===== src/rtl/small_first_one.sv =====
// Isolates the lowest set bit of a vector as a one-hot word (all zero when the input is zero).
module small_first_one #(
    parameter int WIDTH = 8
) (
    input  logic [WIDTH-1:0] data_in,
    output logic [WIDTH-1:0] first_one
);

    // Two's-complement trick: x & -x keeps only the least significant set bit.
    assign first_one = data_in & (~data_in + WIDTH'(1));

endmodule


===== src/rtl/set_bit_iterator.sv =====
// Accepts a vector, then emits one beat per set bit in ascending order
// over a valid/ready stream, flagging the highest set bit as last.
module set_bit_iterator #(
    parameter  int WIDTH       = 8,
    localparam int INDEX_WIDTH = (WIDTH > 1) ? $clog2(WIDTH) : 1
) (
    input  logic                   clock,
    input  logic                   reset,
    input  logic [WIDTH-1:0]       input_data,
    input  logic                   input_valid,
    output logic                   input_ready,
    output logic [WIDTH-1:0]       output_one_hot,
    output logic [INDEX_WIDTH-1:0] output_index,
    output logic                   output_last,
    output logic                   output_valid,
    input  logic                   output_ready,
    output logic                   busy
);

    typedef enum logic {
        IDLE = 1'b0,
        SCAN = 1'b1
    } state_t;

    state_t                 state_q, state_d;
    logic [WIDTH-1:0]       remaining_q, remaining_d;
    logic [WIDTH-1:0]       lowest;
    logic [INDEX_WIDTH-1:0] lowest_index;
    logic                   scan;
    logic                   is_last;

    small_first_one #(.WIDTH(WIDTH)) u_first_one (
        .data_in   (remaining_q),
        .first_one (lowest)
    );

    // One-hot to binary: OR together the positions of every set bit (only one is set).
    always_comb begin
        lowest_index = '0;
        for (int i = 0; i < WIDTH; i++) begin
            if (lowest[i]) lowest_index = lowest_index | INDEX_WIDTH'(i);
        end
    end

    assign scan    = (state_q == SCAN);
    assign is_last = ((remaining_q & ~lowest) == '0);

    assign input_ready    = ~scan;
    assign output_valid   = scan;
    assign busy           = scan;
    assign output_one_hot = scan ? lowest : '0;
    assign output_index   = scan ? lowest_index : '0;
    assign output_last    = scan & is_last;

    always_comb begin
        state_d     = state_q;
        remaining_d = remaining_q;
        case (state_q)
            IDLE: begin
                // All-zero vectors are consumed without producing beats.
                if (input_valid && (input_data != '0)) begin
                    remaining_d = input_data;
                    state_d     = SCAN;
                end
            end
            SCAN: begin
                if (output_ready) begin
                    remaining_d = remaining_q & ~lowest;
                    if (is_last) state_d = IDLE;
                end
            end
            default: begin
                state_d     = IDLE;
                remaining_d = '0;
            end
        endcase
    end

    always_ff @(posedge clock or posedge reset) begin
        if (reset) begin
            state_q     <= IDLE;
            remaining_q <= '0;
        end else begin
            state_q     <= state_d;
            remaining_q <= remaining_d;
        end
    end

endmodule


===== config.mk =====
export PLATFORM = sky130hd
export DESIGN_NAME = set_bit_iterator
export DESIGN_NICKNAME = d
export VERILOG_FILES = /design/src/rtl/small_first_one.sv /design/src/rtl/set_bit_iterator.sv
export SDC_FILE = /design/constraint.sdc
export NUM_CORES = 1
export LEC_CHECK = 0
export BUFFER_PORTS_ARGS = -buffer_cell sky130_fd_sc_hd__clkbuf_2
export CAP_MARGIN = 15
export CORE_MARGIN = 2
export CORE_UTILIZATION = 44
export DETAILED_ROUTE_END_ITERATION = 12
export GPL_ROUTABILITY_DRIVEN = 0
export GPL_TIMING_DRIVEN = 0
export PLACE_DENSITY = 0.73
export SYNTH_ARGS = -nofsm -noshare
export SYNTH_HDL_FRONTEND = slang
export SYNTH_SLANG_ARGS = --single-unit
export TNS_END_PERCENT = 20

===== constraint.sdc =====
create_clock -name clock -period 4.6 [get_ports clock]
set_input_delay 0.92 -clock clock [delete_from_list [all_inputs] [get_ports clock]]
set_output_delay 0.92 -clock clock [all_outputs]
set_load 0.005 [all_outputs]

==> results of run 1 <==
==> power by group through the flow <==
stage / logic, µW / registers [µW] / clock network, µW
after floorplan: 304 / 167 / 0
after global placement: 408 / 181 / 0
after detailed placement: 417 / 183 / 0
after CTS: 420 / 182 / 62.3
after global routing: 468 / 191 / 67.2
final: 417 / 183 / 63.3
==> layer usage <==
metal	part of all wire, %	vias to the layer above
li1	-	361
met1	45	362
met2	50	19
met3	4.1	4
met4	1.3	0
met5	0	-
==> worst reg2reg max path: cells and delay by family (launching register included) <==
kind            cells  cell delay, ns
compound gates      2            0.65
flops               1            0.40
buf+inv             3            0.44
simple gates        1            0.09
==> worst min path at each step <==
stage / from / to / cells after the start
finish: reset / remaining_q[0] / 2
global route: reset / remaining_q[0] / 2
CTS: reset / remaining_q[0] / 2
detailed placement: remaining_q[3] / remaining_q[3] / 2
global placement: remaining_q[3] / remaining_q[3] / 2
floorplan: remaining_q[0] / remaining_q[0] / 1
==> layout make-up <==
cell class	instances	area [µm²]	share of cell area (%)
flip-flops and latches	9	225	25.5
well taps	16	20.0	2.26
repair buffers	26	130	14.7
clock buffers	4	26.3	2.97
plain buffers	5	42.5	4.81
multi-input cells	61	425	48.1
inverters	4	15.0	1.70
==> flip-flops by register name, summed over array words and instances (netlist names) <==
register / flops
remaining_q: 8
busy: 1
==> kinds of logic after synthesis <==
| logic type | synth area share [%] |
|---|---|
| AND/OR/NAND/NOR | 29.2 |
| AO/OA/AOI/OAI | 29.5 |
| buffers and inverters | 8.13 |
| flip-flops | 31.8 |
| adder cells (fa/ha/maj) | 1.41 |
==> cells in the mapped netlist, types with 2 or more instances <==
cell | instances | area share, %
a21oi_1 | 4 | 2.8
a22o_1 | 4 | 4.9
a32o_1 | 2 | 2.8
and2_1 | 4 | 3.5
and3_1 | 2 | 1.8
buf_4 | 2 | 2.1
buf_6 | 2 | 3.2
dfrtp_1 | 9 | 32
inv_1 | 3 | 1.6
nand2_1 | 6 | 3.2
nor2_1 | 7 | 3.7
nor2b_1 | 2 | 1.8
nor3_1 | 2 | 1.4
nor4_1 | 2 | 1.8
o21ai_0 | 3 | 2.1
o21ai_1 | 2 | 1.4
o22ai_1 | 2 | 1.8
o31ai_1 | 2 | 2.1
==> metrics by stage <==
stage / utilization [%] / instances / hold slack [ns] / worst slack (ns)
floorplan: - / 79 / 0.575 / 2.23
global placement: 57.0 / 121 / 0.624 / 2.08
detailed placement: 57.0 / 121 / 0.637 / 2.08
CTS: 58.7 / 125 / 0.607 / 1.79
global route: 58.7 / 125 / 0.628 / 1.66
finish: 58.7 / 125 / 0.585 / 1.80
==> reports/results.tsv, run 1 <==
stage	metric	value	unit
run	drv_cap	0	
worst_setup_path	critPathKind	reg2out	
drt	dr.pass1.iters	4	
place	io_buffer_count	26	
logic_synthesis	yosysWarnings	0	
worst_setup_path	critPathCaptureType	output pin	
worst_hold_path	hold_class	in2async	
worst_setup_path	critPathRequiredTime	3.68	ns
grt	overflow	0	
logic_synthesis	synth_edf_count	0	
pwr	p_seq_share	27.7	%
layout	mostFrequentLayoutCells	26 x clkbuf_2, 9 x dfrtp_1, 7 x nor2_1	
worst_setup_path	cpPeakStageDelay	0.41	ns
timing	setup_viol	0	
floorplanning	core.rowCount	14	
pwr	power.density	750	nW/µm²
grt	use_met3	2.45	%
drt	wirelength	1790	µm
logic_synthesis	syn_inst	79	
timing	relSlewSlack	73.8	%
clocking	cts_resized	0	
timing	skew	0.00716	ns
logic_synthesis	synthArstFlopShare	100	%
pwr	p_total	663	µW
layout	final_common_cell	clkbuf_2	
logic_synthesis	ys_seq_elements	9	
worst_setup_path	crit_buf_inv	2	
pwr	p_clk_share	9.5	%
place	dp_hpwl	1390	µm
grt	grt_pass1_wl	3090	µm
clocking	clockRootBuffer	clkbuf_4	
logic_synthesis	synth.distinct_cells	37	
pwr	power.internal	357	µW
pwr	switchingPower	306	µW
grt	grt_use_met2	35.3	%
clocking	cts_setup_buffers	0	
outcome	outcome	finished clean	
worst_setup_path	start_kind	flip-flop	
timing	tns	0	ns
pwr	vdd_drop_max	0.000404	V
clocking	ctsHoldBuffers	0	
timing	hold_violations	0	
worst_setup_path	critical-path-top-delay-family	simple AND/OR/NAND/NOR gates	
clocking	clock_latency	0.27	ns
drt	vias	746	
layout	fillCellCount	157	
worst_setup_path	worstPathMaxFanout	10	
drt	wire_per_inst	14.3	µm
grt	grt-busiest-layer	met2	
worst_setup_path	rr_worst_depth	6	
layout	final_nets	122	
worst_setup_path	cpMaxStageDelayCell	or3_4	
clocking	cts_max_level	1	
worst_setup_path	r2r_start	busy	
worst_setup_path	r2r_end	remaining_q[1]	
clocking	cts_max_path_buffers	2	
timing	rsz0062_at_grt	no	
logic_synthesis	ys.flop_type	dfrtp_1	
floorplanning	core_area	1510	µm²
pwr	power_switching_share	46.1	%
timing	fmax	358	MHz
worst_setup_path	crit_end	output_last	
grt	grt_max_degree	11	
worst_setup_path	path_cells	buf_6, or3_4, nor4_4, o31a_1, and2_1, clkbuf_2	
floorplanning	ios	27	
floorplanning	dieArea	1950	µm²
layout	drive_above_1_share	38.5	%
logic_synthesis	yosysSeqAreaShare	31.8	%
clocking	cts_tree	done	
grt	globalRouteTotalUtil	21.6	%
floorplanning	die_h	44.1	µm
place	place_area	858	µm²
timing	fin_crit	2.80	ns
drt	detail_route.iter0.violations	13	
worst_setup_path	crit_cells	6	
timing	fin_crit_sh	60.8	%
worst_setup_path	ff2ff_setup_slack	2.91	ns
grt	grt_pass1_vias	679	
logic_synthesis	synth.cell_area	708	µm²
clocking	cts_buffers	3	
logic_synthesis	syn_nets	91	
timing	slew_viol_final	0	
clocking	cts_sinks	9	
layout	design_area	885	µm²
pwr	cellLeakagePower	0.000421	µW
floorplanning	die_x	44.1	µm
worst_setup_path	cp-startpoint	remaining_q[2]	
floorplanning	start_util	47.0	%
drt	vias_per_cell	5.97	
pwr	p_comb_share	62.8	%
grt	antenna_found_initial	0	
drt	remaining_drc_errors	0	
logic_synthesis	avgSynthCellArea	8.96	µm²
timing	max_slew.worst_pin.slew	0.390	ns
clocking	clk_pin_slew	0.07	ns
worst_setup_path	critical_path_arrival	1.88	ns
drt	postRouteAntennaNets	0	
layout	antenna-diode-count	0	
layout	area_growth	24.9	%
grt	grt_use_met1	28.1	%
Power figures use the tool's default switching activity.
==> inputs of run 2 (changes only) <==
--- a/config.mk
+++ b/config.mk
@@ -8,7 +8,7 @@
 export BUFFER_PORTS_ARGS = -buffer_cell sky130_fd_sc_hd__clkbuf_2
 export CAP_MARGIN = 15
 export CORE_MARGIN = 2
-export CORE_UTILIZATION = 44
+export CORE_UTILIZATION = 42
 export DETAILED_ROUTE_END_ITERATION = 12
 export GPL_ROUTABILITY_DRIVEN = 0
 export GPL_TIMING_DRIVEN = 0
==> constraint.sdc (replaced) <==
create_clock -name clock -period 2.5 [get_ports clock]
set_input_delay 0.5 -clock clock [delete_from_list [all_inputs] [get_ports clock]]
set_output_delay 0.5 -clock clock [all_outputs]
set_load 0.005 [all_outputs]
==> reports/results.tsv, run 2 (synthesized netlist as in run 1, its figures left out) <==
stage	metric	value	unit
timing	fin_crit_sh	96.0	%
floorplanning	dieArea	2030	µm²
drt	detail_route.iter0.violations	24	
worst_setup_path	start_kind	flip-flop	
layout	mostFrequentLayoutCells	26 x clkbuf_2, 9 x dfrtp_1, 7 x nor2_1	
floorplanning	core.rowCount	14	
clocking	clock_latency	0.26	ns
worst_setup_path	critical_path_arrival	1.90	ns
pwr	vdd_drop_max	0.000636	V
drt	postRouteAntennaNets	0	
worst_setup_path	r2r_start	busy	
worst_setup_path	ff2ff_setup_slack	0.83	ns
layout	antenna-diode-count	0	
floorplanning	core_area	1540	µm²
clocking	cts_sinks	9	
clocking	ctsHoldBuffers	0	
pwr	cellLeakagePower	0.000421	µW
drt	wirelength	1740	µm
clocking	cts_max_level	1	
timing	max_slew.worst_pin.slew	0.435	ns
grt	grt_pass1_wl	2760	µm
layout	area_growth	24.9	%
clocking	cts_resized	0	
clocking	cts_buffers	3	
grt	globalRouteTotalUtil	19.2	%
worst_setup_path	crit_end	output_last	
clocking	clockRootBuffer	clkbuf_4	
clocking	clk_pin_slew	0.06	ns
floorplanning	die_x	45.1	µm
layout	drive_above_1_share	38.5	%
timing	hold_violations	0	
worst_setup_path	critPathRequiredTime	2.00	ns
timing	fmax	417	MHz
timing	relSlewSlack	71.0	%
timing	setup_viol	0	
pwr	power.density	1370	nW/µm²
layout	final_common_cell	clkbuf_2	
drt	wire_per_inst	13.9	µm
grt	grt_pass1_vias	632	
outcome	outcome	finished clean	
worst_setup_path	cp-startpoint	remaining_q[2]	
worst_setup_path	worstPathMaxFanout	10	
timing	rsz0062_at_grt	no	
drt	dr.pass1.iters	4	
place	dp_hpwl	1360	µm
worst_setup_path	r2r_end	remaining_q[1]	
grt	overflow	0	
layout	largest-register	remaining_q	
timing	skew	0.00716	ns
grt	antenna_found_initial	0	
layout	largest_register_ffs	8	
worst_setup_path	critPathCaptureType	output pin	
worst_setup_path	rr_worst_depth	6	
run	drv_cap	0	
floorplanning	ios	27	
floorplanning	start_util	45.9	%
worst_hold_path	hold_class	in2async	
drt	remaining_drc_errors	0	
drt	vias_per_cell	5.98	
clocking	cts_max_path_buffers	2	
timing	fin_crit	2.40	ns
floorplanning	die_h	45.1	µm
grt	grt_max_degree	11	
place	io_buffer_count	26	
pwr	p_total	1210	µW
layout	final_nets	122	
timing	slew_viol_final	0	
drt	vias	748	
timing	tns	0	ns
clocking	cts_setup_buffers	0	
worst_setup_path	critPathKind	reg2out	
clocking	cts_tree	done	
-- run 2: cell counts in the layout (fill, tap and decap cells not counted) --
No cell type changed its count.
-- run 2: report_power, final --
part           switching (µW)  internal, µW  leakage [µW]  total (µW)
Sequential                122           213      0.000113         335
Combinational             389           382      0.000293         771
Clock                    46.2          61.2     0.0000150         107
Total                     557           657      0.000421        1210
-- run 2: worst min path at each step --
stage               startpoint              to  slack, ns  depth (start not counted)
CTS                      reset  remaining_q[4]       0.18                          2
detailed placement       reset  remaining_q[2]       0.46                          2
global route             reset            busy       0.20                          2
floorplan                reset            busy       0.33                          1
finish                   reset  remaining_q[4]       0.17                          2
global placement         reset  remaining_q[2]       0.45                          2
-- run 2: final cells by class --
class                      instances  area [µm²]
clock buffer                       4        26.3
inverter                           4        15.0
multi-input combinational         61         425
fill                             153         657
timing repair buffer              26         130
buffer                             5        42.5
tap                               16        20.0
sequential                         9         225
-- run 2: stage by stage --
stage / util (%) / setup slack (ns) / instance area (µm²) / hold WS, ns / cells
final: 57.4 / 0.100 / 885 / 0.172 / 125
after global routing: 57.4 / 0.0199 / 885 / 0.201 / 125
after CTS: 57.4 / 0.0846 / 885 / 0.179 / 125
after detailed placement: 55.7 / 0.368 / 858 / 0.455 / 121
after global placement: 55.7 / 0.383 / 858 / 0.452 / 121
after floorplan: - / 0.555 / 708 / 0.328 / 79
-- run 2: metal layers --
| layer | vias up | GRT usage, % | part of all wire [%] |
|---|---|---|---|
| li1 | 358 | - | - |
| met1 | 355 | 25.4 | 45 |
| met2 | 33 | 30.3 | 46 |
| met3 | 2 | 2.40 | 8.0 |
| met4 | 0 | 10.6 | 0.86 |
| met5 | - | 0 | 0 |
-- run 2: worst max-delay path: stages, from the launching register on --
cell       delay, ns
dfrtp_1         0.37
buf_6           0.13
or3_4           0.41
a2111oi_4       0.29
o31a_1          0.21
and2_1          0.13
clkbuf_2        0.10
